$ cat config.mk
export PLATFORM = sky130hd
export DESIGN_NAME = whack_game_controller
export DESIGN_NICKNAME = d
export VERILOG_FILES = /design/src/rtl/whack_game_controller.sv
export SDC_FILE = /design/constraint.sdc
export NUM_CORES = 1
export LEC_CHECK = 0
export BUFFER_PORTS_ARGS = -buffer_cell sky130_fd_sc_hd__buf_2
export CAP_MARGIN = 0
export CORE_MARGIN = 4
export CORE_UTILIZATION = 45
export DETAILED_ROUTE_END_ITERATION = 6
export SLEW_MARGIN = 15
export SYNTH_ARGS = -nofsm -noshare
export SYNTH_HDL_FRONTEND = slang
export SYNTH_SLANG_ARGS = --single-unit
$ cat constraint.sdc
create_clock -name clk -period 7.5 [get_ports clk]
set_clock_uncertainty 0.2 [all_clocks]
set_input_delay 1.5 -clock clk [delete_from_list [all_inputs] [get_ports clk]]
set_output_delay 1.5 -clock clk [all_outputs]
set_load 0.01 [all_outputs]
$ cat src/rtl/whack_game_controller.sv
// Whack-a-mole sequencer: LFSR mole choice, per-window and per-game second timers, hit pulses.
// All outputs registered one cycle after the deciding edge; no backpressure, inputs sampled every cycle.
module whack_game_controller #(
    parameter int unsigned TICK_DIV     = 50000000,
    parameter int unsigned GAME_SECONDS = 30,
    parameter int unsigned MOLE_TICKS   = 2,
    parameter logic [7:0]  LFSR_SEED    = 8'hA5
) (
    input  logic       clk,
    input  logic       Resetn,
    input  logic       start,
    input  logic [3:0] keys,
    input  logic       enable_control,
    input  logic       timer_done,
    output logic [2:0] state,
    output logic       player_signal,
    output logic       timer_signal,
    output logic [3:0] mole_onehot,
    output logic [5:0] seconds_left,
    output logic       busy
);

    localparam int unsigned    DIV_W    = (TICK_DIV > 1) ? $clog2(TICK_DIV) : 1;
    localparam logic [DIV_W-1:0] DIV_LAST = DIV_W'(TICK_DIV - 1);
    localparam logic [5:0]     SEC_INIT = 6'(GAME_SECONDS);
    localparam logic [3:0]     WIN_LAST = 4'(MOLE_TICKS - 1);

    typedef enum logic [2:0] {
        ST_IDLE  = 3'b000,
        ST_START = 3'b001,
        ST_MOLE0 = 3'b010,
        ST_MOLE1 = 3'b011,
        ST_MOLE2 = 3'b100,
        ST_MOLE3 = 3'b101,
        ST_END   = 3'b110
    } state_t;

    state_t             state_q, state_d;
    logic               start_d;
    logic [3:0]         keys_d;
    logic [DIV_W-1:0]   div_q;
    logic [3:0]         win_cnt;
    logic               hit_flag;
    logic [7:0]         lfsr;

    logic               start_rise;
    logic [3:0]         key_rise;
    logic               in_mole, timing, tick, hit, win_exp, game_exp;
    logic               next_mole, hit_flag_d;
    logic [1:0]         cur_idx, pick_idx, next_idx, nxt_state_idx;

    function automatic state_t mole_state(input logic [1:0] idx);
        return state_t'({1'b0, idx} + 3'd2);
    endfunction

    always_comb begin
        start_rise = start & ~start_d;
        key_rise   = keys & ~keys_d;
        in_mole    = (state_q >= ST_MOLE0) && (state_q <= ST_MOLE3);
        timing     = in_mole || (state_q == ST_START);
        tick       = timing && (div_q == DIV_LAST);
        cur_idx    = 2'(3'(state_q) - 3'd2);
        pick_idx   = lfsr[1:0];
        // Never raise the same hole twice in a row.
        next_idx   = (pick_idx == cur_idx) ? cur_idx + 2'd1 : pick_idx;
        hit        = in_mole && !hit_flag && key_rise[cur_idx];
        win_exp    = in_mole && tick && (win_cnt == WIN_LAST);
        game_exp   = in_mole && tick && (seconds_left == 6'd1);

        state_d = state_q;
        case (state_q)
            ST_IDLE:  if (start_rise) state_d = ST_START;
            ST_START: if (enable_control) state_d = mole_state(pick_idx);
            ST_MOLE0, ST_MOLE1, ST_MOLE2, ST_MOLE3: begin
                if (timer_done || game_exp) state_d = ST_END;
                else if (win_exp)           state_d = mole_state(next_idx);
            end
            ST_END:   if (start_rise) state_d = ST_IDLE;
            default:  state_d = ST_IDLE;
        endcase

        next_mole     = (state_d >= ST_MOLE0) && (state_d <= ST_MOLE3);
        nxt_state_idx = 2'(3'(state_d) - 3'd2);
        hit_flag_d    = (in_mole && next_mole && !win_exp) ? (hit_flag | hit) : 1'b0;
    end

    always_ff @(posedge clk or negedge Resetn) begin
        if (!Resetn) state_q <= ST_IDLE;
        else         state_q <= state_d;
    end

    assign state = state_q;

    always_ff @(posedge clk or negedge Resetn) begin
        if (!Resetn) begin
            // start_d resets high so a key held through reset is not taken as a press.
            start_d       <= 1'b1;
            keys_d        <= 4'h0;
            div_q         <= '0;
            win_cnt       <= 4'h0;
            hit_flag      <= 1'b0;
            lfsr          <= LFSR_SEED;
            seconds_left  <= SEC_INIT;
            player_signal <= 1'b0;
            timer_signal  <= 1'b0;
            mole_onehot   <= 4'h0;
            busy          <= 1'b0;
        end else begin
            start_d       <= start;
            keys_d        <= keys;
            player_signal <= hit;
            timer_signal  <= game_exp;
            hit_flag      <= hit_flag_d;
            busy          <= (state_d != ST_IDLE) && (state_d != ST_END);
            mole_onehot   <= (next_mole && !hit_flag_d) ? (4'b0001 << nxt_state_idx) : 4'h0;

            if (timing)
                lfsr <= {lfsr[6:0], lfsr[7] ^ lfsr[5] ^ lfsr[4] ^ lfsr[3]};

            if (state_q == ST_IDLE && start_rise)
                div_q <= '0;
            else if (timing)
                div_q <= tick ? '0 : div_q + 1'b1;

            if (state_q == ST_IDLE && start_rise)
                seconds_left <= SEC_INIT;
            else if (in_mole && tick && seconds_left != 6'd0)
                seconds_left <= seconds_left - 6'd1;

            if (!in_mole || win_exp)
                win_cnt <= 4'h0;
            else if (tick)
                win_cnt <= win_cnt + 4'h1;
        end
    end

endmodule

# Yosys cells after proc, flatten, opt, wreduce, memory -nomap -nowiden
# Cells that the tools add are included.
[totals]
output_inout_bits = 16
elab_cells = 91
regBits = 60
input_bits = 9
[op_classes]
n_shift = 1
eq_ne = 11
reduce_logical = 28
addsub = 8
mux = 18
order_cmp = 5
bitwise_logic = 8
[op_table]
columns = ["operator", "count"]
rows = [
  ["two-way mux 26 bit", 3],
  ["adder 26 x 1 -> 26 bit, second input constant", 1],
  ["== test 26 bit, second input constant", 1],
  ["two-way mux 3 bit", 5],
  ["logical AND 1 bit", 14],
  ["two-way mux 4 bit", 3],
  ["two-way mux 6 bit", 2],
  ["case mux 3 bit (4 select lines)", 1],
  ["== test 3 bit, second input constant", 3],
  ["adder 2 x 2 -> 3 bit, second input constant", 2],
  ["== test 3 x 2 -> 1 bit, second input constant", 2],
  ["== test 6 x 1 -> 1 bit, second input constant", 1],
  [">= comparator 3 x 2 -> 1 bit, second input constant", 2],
  ["<= comparator 3 bit, second input constant", 2],
  ["nonzero test 2 bit", 3],
  ["nonzero test 6 bit", 1],
  ["subtractor 6 x 1 -> 6 bit, second input constant", 1],
  ["adder 4 x 1 -> 4 bit, second input constant", 1],
  ["bitwise AND 4 bit", 1],
  ["== test 4 x 1 -> 1 bit, second input constant", 1],
  ["logical NOT 1 bit", 4],
  ["NOT 4 bit", 1],
  ["OR reduction 4 bit", 1],
  ["left shift 1 x 2 -> 4 bit, first input constant", 1],
  ["16 further kinds", 22],
]

# Depth between registers and ports, before layout
# Gate-level depths: netlist of the first run.
[depth]
ltp_word = 17
mapped_depth = 11
depth_no_buf = 10

# Least setup slack after synthesis of the first run
# Ideal clock, no wire load.
[synth_timing]
path_type = "input -> register"
start = "input start"
end = "register div_q[15]"
n_path_buf = 0
required_time_ps = 7164
arrival_ps = 2736
setup_time_ps = 136
cell_stages = 7
slack_ps = 4428
cell_sequence = "nand2b_1 or3_1 a211oi_2 nor2b_1 nor2_1 o21ai_0 a21oi_1"
[synth_between]
elab_chain_cells = 3
word_cells_on_any_way = 4
classes_between = "1 x mux; 1 x bitwise; 2 x reduce/logical"
[synth_lines]
columns = ["element", "line", "text"]
rows = [
  ["from (decl)", "11", "input logic start,"],
  ["bitwise AND 1 bit *", "57", "start_rise = start & ~start_d;"],
  ["logical AND 1 bit *", "120", "if (state_q == ST_IDLE && start_rise)"],
  ["two-way mux 26 bit / nonzero test 2 bit (equally long branches)", "--", ""],
  ["to (signal assigned)", "123", "div_q <= tick ? '0 : div_q + 1'b1;"],
  ["to (decl)", "41", "logic [DIV_W-1:0] div_q;"],
]
# Every way passes the cells marked *; elsewhere a longest branch is shown, timed or not.
# A chain may end at the register's enable or synchronous reset.

# Worst setup path after layout of the first run
[layout_timing]
start = "register state_q[0] (netlist: state[0])"
end = "register div_q[13]"
[layout_between]
elab_chain_cells = 7
word_cells_on_any_way = 12
classes_between = "2 x order compare; 1 x eq/ne; 3 x mux; 6 x reduce/logical"
[layout_lines]
columns = ["element", "line", "text"]
rows = [
  ["from (decl)", "38", "state_t state_q, state_d;"],
  ["from (signal assigned)", "89", "else state_q <= state_d;"],
  [">= comparator 3 x 2 -> 1 bit / <= comparator 3 bit (equally long branches)", "59", "in_mole = (state_q >= ST_MOLE0) && (state_q <= ST_MOLE3);"],
  ["logical AND 1 bit", "59", ""],
  ["logical OR 1 bit", "60", "timing = in_mole || (state_q == ST_START);"],
  ["logical AND 1 bit", "61", "tick = timing && (div_q == DIV_LAST);"],
  ["two-way mux 26 bit", "123", ""],
  ["two-way mux 26 bit", "122", "else if (timing)"],
  ["two-way mux 26 bit", "120", ""],
]
# Parallel ways exist; a longest one is shown, timed or not. The select of a mux whose other input is x is not followed.

==> results of run 1 <==
sequential cells by signal, indices dropped and copies added (netlist names), 3 cells and up:
name	count
div_q	26
lfsr	8
mole_onehot	4
state	3
win_cnt	4
keys_d	4
seconds_left	6
Yosys cell counts (4+ instances only):
library cell	n	area [µm²]
nand3_1	11	55.1
a21oi_1	10	50.1
xor2_1	14	123
inv_1	12	45.0
and4_1	6	52.6
nand2b_1	4	25.0
nor2_1	39	146
dfstp_2	9	236
o21ai_0	15	75.1
ha_1	9	113
and3_1	4	25.0
a31oi_1	6	37.5
xnor2_1	12	105
nand2_1	53	199
nand4_1	7	43.8
clkbuf_1	5	18.8
nor3_1	16	80.1
dfrtp_1	51	1280
routing by layer:
layer,wire (µm),GRT usage [%],share of wire (%)
met5,0,0,0
met1,3270,23.8,49
met2,3170,27.4,48
met3,214,4.06,3.2
met4,17,5.57,0.25
area by class of cell:
class / count / area [µm²]
clock inverter: 5 / 75.1
tap: 96 / 120
clock buffer: 11 / 141
multi-input combinational: 258 / 1600
timing repair buffer: 26 / 135
fill: 659 / 3240
sequential: 60 / 1510
inverter: 12 / 45.0
through the flow:
stage	std cells	utilization [%]	hold WS [ps]	cell area [µm²]	power [mW]
2_1_floorplan	340	-	213	3220	0.788
3_3_place_gp	452	49.7	227	3410	0.907
3_5_place_dp	452	49.7	227	3410	0.912
4_1_cts	468	52.8	234	3630	1.24
5_1_grt	468	52.8	241	3630	1.33
6_report	468	52.8	237	3630	1.23
power by group through the flow:
stage          combinational, mW  sequential [mW]  clock, mW
6_report                   0.449            0.456      0.321
5_1_grt                    0.515            0.471      0.349
4_1_cts                    0.453            0.455      0.331
3_5_place_dp               0.450            0.461          0
3_3_place_gp               0.447            0.460          0
2_1_floorplan              0.350            0.438          0
worst reg2reg max path, cell delays in order (launching register included):
cell and delay [ps]:
dfrtp_1 640, inv_1 190, ha_1 320, or3_1 360, a21oi_2 650, a211oi_2 250
nor2b_1 210, nand2_1 90, xor2_1 140, nor2_1 50
how the worst max path moves through the flow:
stage	start	end	slack [ps]	cells past startpoint
6_report	state[0]	div_q[13]	4270	9
3_5_place_dp	start	div_q[15]	4060	8
3_3_place_gp	start	div_q[13]	4140	8
2_1_floorplan	start	div_q[15]	4430	7
5_1_grt	state[0]	div_q[15]	3970	9
4_1_cts	state[0]	div_q[13]	4280	9
cells by family after synthesis:
| logic type | Yosys count |
|---|---|
| muxes | 2 |
| buffers and inverters | 22 |
| xor gates and xnor gates | 26 |
| DFF | 60 |
| AOI/OAI and AO/OA | 56 |
| adders and majority gates | 9 |
| and+or+nand+nor | 165 |
==> impl_metrics.toml, run 1 <==
[detailed_routing]
initialDrtViolationCount = 115
via_per_inst = 5.33
wl_um = 6680
first_pass_iters = 4
postRouteAntennaNets = 0
wire_per_inst_um = 14.3
drc = 0
vias = 2494

[critical_path]
critical_path_class = "register to register"
r2r-start = "state[0]"
cp.arrival_ps = 3240
regToRegEndpoint = "div_q[13]"
endpoint_kind = "register"
regToRegSetupSlack_ps = 4270
startpoint_type = "register"
crit_family = "compound AO/OA/AOI/OAI gates"
crit_fanout = 16
crit_buf_inv = 1
slowest_stage = "a21oi_2"
crit_path_max_incr_delay_ps = 650
r2r.worst_path.cells = 9
crit_required_ps = 7520
crit_chain = "inv_1 -> ha_1 -> or3_1 -> a21oi_2 -> a211oi_2 -> nor2b_1 -> nand2_1 -> xor2_1 -> nor2_1"

[pwr]
leakagePower_nw = 1.64
p_int_mw = 0.720
p_clk_share_pct = 26.2
pwr-share-comb_pct = 36.6
seq_power_share_pct = 37.2
switchingPower_mw = 0.507
ir_worst_vdd_uv = 193
cellPowerDensity_nw_per_um2 = 338
switching_share_pct = 41.3

[layout]
drive_gt1_share_pct = 18.0
diodes = 0
final_common_cell = "nand2_1"
area_growth_pct = 12.8
fin_nets = 385
layout_common_cells = "53 x nand2_1, 51 x dfrtp_1, 39 x nor2_1"

[clock_network]
cts_tree = "done"
clock_path_buffers = 2
cts-root-buf = "clkbuf_8"
cts_buffers = 9
post_cts_buffers = 0
cts_sinks = 60
clk_pin_slew_worst_paths_ps = 70
postCtsHoldBufs = 0
post_cts_resized = 0
htree_levels = 3
clock_latency_ps = 330

[yosys]
synth-compound-area-share_pct = 12.1
yosys_warnings = 0
synth_mux_area_share_pct = 0.623
synth_ff_type = "dfrtp_1"
synthAdderAreaFrac_pct = 3.50
syn_area_um2 = 3220
synth_edf_count = 0
async_flop_share_pct = 100
postSynthAreaPerCell_um2 = 9.46
ys_types = 58
synth_xor_xnor_area_share_pct = 7.08
synthCells = 340
ys_seq_area_share_pct = 47.0
syn_nets = 358
ys_ff_latch = 60
synthSimpleGateAreaFrac_pct = 26.4
synth_top_family_by_area = "simple AND/OR/NAND/NOR gates"

[worst_hold_path]
hold_depth = 1
hold_end = "player_signal"
min_path_type = "register to register"
min_from = "hit_flag"

[grt]
antenna_found_initial = 0
gr-total-overflow = 0
grt_pass1_wl_um = 11900
track_usage_pct = 17.4
grt_pass1_vias = 2508
grt_max_degree = 61

[placement]
hpwlAfterDp_um = 4730
io_buffers = 24
pre_cts_slack_ps = 4060
gp_congestion = 0.774

[floorplanning]
start_util_pct = 46.8
fp-row-count = 30
io_pins = 25
die_h_um = 92.5
die_area_um2 = 8560
die_w_um = 92.5
core_um2 = 6870

[sta]
max_slew.worst_pin.slew_ps = 796
setup_tns_ps = 0
fin_crit_sh_pct = 43.1
fin_ws_ps = 4270
slew_headroom_pct = 47.0
period_needed_ps = 3230
slew_viol_final = 0
rsz0062_at_grt = "false"
fmax_mhz = 310
setup_viol = 0
finalHoldViolCount = 0

[run_status]
status = "complete, no violations"

[run]
maxCapViolCount = 0
Note: power is estimated with default switching activity, not from simulation.
==> run 2: changes to the inputs <==
- clock period: 7.5 -> 3 ns (I/O delays scaled with it)
==> run 2 against run 1 <==
- total power is 150% higher
- clock power is 120% higher
- first-iteration DRC count up 17%
- register-to-register slack worse by 4000 ps
- die area stayed put
- combinational power rose to 2.8 times the previous value
- worst hold slack worse by 70 ps
- via count up 4.3%
- count of clock-buffer cells in the layout is 4 higher
- critical path type unchanged
==> impl_metrics.toml, run 2 (synthesis results as in run 1) <==
[critical_path]
crit_top_cell = "inv_1"
crit_path_max_incr_delay_ps = 480
critical_path_class = "register to register"
crit_required_ps = 3050
startpoint_type = "register"
cp.arrival_ps = 2820
endpoint_kind = "register"
crit_chain = "inv_1 -> ha_1 -> inv_1 -> a21oi_2 -> nand4_4 -> nand2_1 -> o21ai_1 -> a31oi_1 -> inv_1 -> nor3_1"
regToRegSetupSlack_ps = 230
r2r-start = "state[1]"
regToRegEndpoint = "mole_onehot[2]"
r2r.worst_path.cells = 10
slowest_stage = "dfrtp_1"
crit_fanout = 8

[clock_network]
htree_levels = 3
clock_path_buffers = 2
cts_buffers = 9
cts-root-buf = "clkbuf_8"
clk_pin_slew_worst_paths_ps = 60
cts_tree = "done"
clock_latency_ps = 340
post_cts_buffers = 0
cts_sinks = 60
postCtsHoldBufs = 0

[pwr]
pwr-share-comb_pct = 40.7
switchingPower_mw = 1.28
switching_share_pct = 42.0
leakagePower_nw = 1.66
ir_worst_vdd_uv = 342
seq_power_share_pct = 36.7
power_mw = 3.05
cellPowerDensity_nw_per_um2 = 836
p_int_mw = 1.77
p_clk_share_pct = 22.6

[detailed_routing]
postRouteAntennaNets = 0
drc = 0
via_per_inst = 5.49
vias = 2600
first_pass_iters = 5
initialDrtViolationCount = 134
wl_um = 7060
wire_per_inst_um = 14.9

[sta]
fmax_mhz = 360
setup_tns_ps = 0
max_slew.worst_pin.slew_ps = 774
fin_crit_sh_pct = 92.5
slew_headroom_pct = 48.4
period_needed_ps = 2770
finalHoldViolCount = 0
fin_ws_ps = 225
rsz0062_at_grt = "false"
slew_viol_final = 0
setup_viol = 0

[worst_hold_path]
hold_end = "start_d"
min_from = "start"
hold_depth = 1
min_path_type = "input port to register"

[grt]
use_met2_pct = 27.6
gr-usage-met3_pct = 4.71
track_usage_pct = 18.4
gr-usage-met1_pct = 25.2
grt_pass1_wl_um = 12500
grt_max_degree = 61
gr-total-overflow = 0
antenna_found_initial = 0
grt_pass1_vias = 2521
busiest_layer = "met2"

[layout]
diodes = 0
fillers = 656
area_growth_pct = 13.6
largest_reg_flops = 26
instances_no_fill = 474
top_regs = "div_q: 26 flops, lfsr: 8 flops, seconds_left: 6 flops"
layout_common_cells = "53 x nand2_1, 51 x dfrtp_1, 39 x nor2_1"
fin_nets = 391
largest-register = "div_q"
final_common_cell = "nand2_1"
multi_input_area_um2 = 1600
regArea_um2 = 1510
drive_gt1_share_pct = 19.3
fin_util_pct = 53.2

[floorplanning]
die_h_um = 92.5
die_area_um2 = 8560
fp-row-count = 30
io_pins = 25
core_um2 = 6870
start_util_pct = 46.8
die_w_um = 92.5

[placement]
io_buffers = 24
gp_congestion = 0.891
pre_cts_slack_ps = 251
dp.cells = 458
hpwlAfterDp_um = 4900

[run_status]
status = "complete, no violations"

[run]
maxCapViolCount = 0
[run 2: through the flow]
| stage | instance area [µm²] | hold slack [ps] |
|---|---|---|
| global placement | 3460 | 236 |
| finish | 3650 | 167 |
| detailed placement | 3460 | 233 |
| CTS | 3650 | 146 |
| floorplan | 3220 | 104 |
| global route | 3650 | 144 |
[run 2: how the worst max path moves through the flow]
stage	to	start	slack [ps]
6_report	mole_onehot[2]	state[1]	230
5_1_grt	mole_onehot[3]	state[1]	5
4_1_cts	mole_onehot[3]	state[1]	230
3_5_place_dp	busy	state[1]	250
3_3_place_gp	busy	state[1]	280
2_1_floorplan	busy	state[0]	460
[run 2: power by group through the flow]
| stage | Sequential, mW | Clock (mW) | Combinational (mW) |
|---|---|---|---|
| after floorplan | 1.10 | 0 | 0.875 |
| after global placement | 1.13 | 0 | 1.23 |
| after detailed placement | 1.13 | 0 | 1.24 |
| after CTS | 1.12 | 0.718 | 1.24 |
| after global routing | 1.15 | 0.754 | 1.39 |
| final | 1.12 | 0.691 | 1.24 |
[run 2: cell type report]
type | count | area share, %
Multi-Input combinational cell | 258 | 43.9
Sequential cell | 60 | 41.4
Clock buffer | 15 | 5.10
Timing Repair Buffer | 32 | 4.93
Tap cell | 96 | 3.29
Inverter | 12 | 1.23
Clock inverter | 1 | 0.137
[run 2: metal layers]
layer | routed length (µm) | up-vias | share of wire [%]
met5 | 0 | - | 0
li1 | - | 1260 | -
met2 | 3230 | 69 | 46
met3 | 344 | 11 | 4.9
met4 | 98 | 0 | 1.4
met1 | 3390 | 1260 | 48
[run 2: critical path: cells and delay by family (launching register included)]
family | cells | cell delay (ps)
flops | 1 | 480
buf+inv | 3 | 550
compound gates | 3 | 690
simple gates | 3 | 530
fa+ha+maj | 1 | 230
[run 2: timing repair]
| item | in CTS | in global routing |
|---|---|---|
| endpoints found under the setup margin | 0 | 4 |
| hold endpoints to repair | 0 | 0 |
| resized for setup | 0 | 1 |
==> run 3: changes to the inputs <==
- SETUP_SLACK_MARGIN: unset -> 0.5
==> run 3 against run 2 <==
- critical path depth shrank 1
- die area did not move
- sequential power about the same
- register-to-register slack improved by 340 ps
==> impl_metrics.toml, run 3 (synthesis results as in run 1) <==
[sta]
setup_tns_ps = 0
finalHoldViolCount = 0
max_slew.worst_pin.slew_ps = 504
fmax_mhz = 410
setup_viol = 0
fin_crit_sh_pct = 81.3
whs_ps = 19.6
rsz0062_at_grt = "true"
slew_viol_final = 0
slew_headroom_pct = 66.1
period_needed_ps = 2440

[clock_network]
cts_tree = "done"
postCtsHoldBufs = 0
htree_levels = 3
cts_sinks = 60
clock_path_buffers = 2
cts_buffers = 9
cts-root-buf = "clkbuf_8"
clock_latency_ps = 340
clk_pin_slew_worst_paths_ps = 70

[pwr]
p_clk_share_pct = 21.2
switchingPower_mw = 1.42
power_mw = 3.36
cellPowerDensity_nw_per_um2 = 872
switching_share_pct = 42.2
ir_worst_vdd_uv = 550
leakagePower_nw = 1.72
seq_power_share_pct = 33.0
p_int_mw = 1.94
pwr-share-comb_pct = 45.8

[layout]
largest_reg_flops = 26
layout_common_cells = "53 x nand2_1, 50 x dfrtp_1, 38 x nor2_1"
largest-register = "div_q"
multi_input_area_um2 = 1720
top_regs = "div_q: 26 flops, lfsr: 8 flops, seconds_left: 6 flops"
fin_util_pct = 56.0
diodes = 0
final_area_um2 = 3850
regArea_um2 = 1510
fillers = 639
drive_gt1_share_pct = 25.0
area_growth_pct = 19.7
final_common_cell = "nand2_1"
fin_nets = 401

[detailed_routing]
wire_per_inst_um = 14.8
postRouteAntennaNets = 0
first_pass_iters = 4
drc = 0
initialDrtViolationCount = 114
via_per_inst = 5.40
wl_um = 7180
vias = 2616

[critical_path]
cp.arrival_ps = 2460
slowest_stage = "nor2_2"
critical_path_class = "register to register"
crit_required_ps = 3020
crit_path_max_incr_delay_ps = 380
crit_fanout = 9
startpoint_type = "register"
crit_top_cell = "nor2_1"
endpoint_kind = "register"
crit_chain = "inv_1 -> ha_2 -> nor3_4 -> o21ai_4 -> nor2_2 -> nor2_1 -> and3_1 -> xnor2_1 -> nor2_1"

[grt]
grt_pass1_vias = 2556
antenna_found_initial = 0
grt_pass1_wl_um = 12400
gr-total-overflow = 0
track_usage_pct = 18.1
grt_max_degree = 23

[floorplanning]
start_util_pct = 46.8
fp-row-count = 30
die_area_um2 = 8560
die_w_um = 92.5
core_um2 = 6870
io_pins = 25
die_h_um = 92.5

[placement]
gp_congestion = 0.857
io_buffers = 24
hpwlAfterDp_um = 5000
place_area_um2 = 3490

[run]
maxCapViolCount = 0

[worst_hold_path]
min_path_type = "input port to async pin"

[run_status]
status = "complete, no violations"
## run 3: cell types whose count changed in the layout (fill, tap and decap cells not counted), sizes merged
cell	before	now
clkbuf	15	14
bufinv	0	1
buf	32	42
## run 3: final cells by class
cell class,instances,area share (%)
Multi-Input combinational cell,258,44.7
Clock inverter,2,0.910
Inverter,12,1.17
Clock buffer,14,3.97
Timing Repair Buffer,42,6.83
Tap cell,96,3.12
Sequential cell,60,39.3
## run 3: power by group through the flow
| stage | sequential, mW | clock (mW) | combinational [mW] |
|---|---|---|---|
| CTS | 1.10 | 0.731 | 1.31 |
| global route | 1.14 | 0.768 | 1.72 |
| detailed placement | 1.11 | 0 | 1.28 |
| floorplan | 1.10 | 0 | 0.888 |
| finish | 1.11 | 0.712 | 1.54 |
| global placement | 1.11 | 0 | 1.29 |
## run 3: per-stage QoR
stage / setup slack, ps / std cells
after floorplan: 513 / 340
after global placement: 324 / 461
after detailed placement: 384 / 461
after CTS: 502 / 477
after global routing: 399 / 484
final: 561 / 484
## run 3: timing repair
| action | CTS | global route |
|---|---|---|
| buffers inserted | 0 | 7 |
| endpoints found under the setup margin | 6 | 28 |
| resized for setup | 4 | 24 |
| cloned | 0 | 0 |
| pin swaps | 0 | 8 |
## run 3: metal layers
| layer | global-route usage (%) | part of all wire [%] | vias to the layer above |
|---|---|---|---|
| met3 | 3.25 | 3.7 | 10 |
| li1 | - | - | 1282 |
| met1 | 25.3 | 48 | 1275 |
| met2 | 27.4 | 46 | 49 |
| met5 | 0 | 0 | - |
| met4 | 8.29 | 1.7 | 0 |
## run 3: path summary, 6_finish.rpt
path                            startpoint              end  slack, ps  cells past startpoint
worst max-delay path              state[0]         div_q[8]        560                      9
max in group asynchronous           Resetn  seconds_left[1]       1860                      2
worst min register to register    hit_flag    player_signal        240                      1
worst min-delay path                Resetn       win_cnt[3]         20                      1
min in group clk                     start          start_d        170                      1
worst max register to register    state[0]         div_q[8]        560                      9
## run 3: critical path: cells and delay by family (launching register included)
family,cells,cell delay [ps]
AO/OA/AOI/OAI,1,150
XOR/XNOR,1,130
AND/OR/NAND/NOR,5,1120
adder cells (fa/ha/maj),1,260
buffers and inverters,1,110
flip-flops,1,360
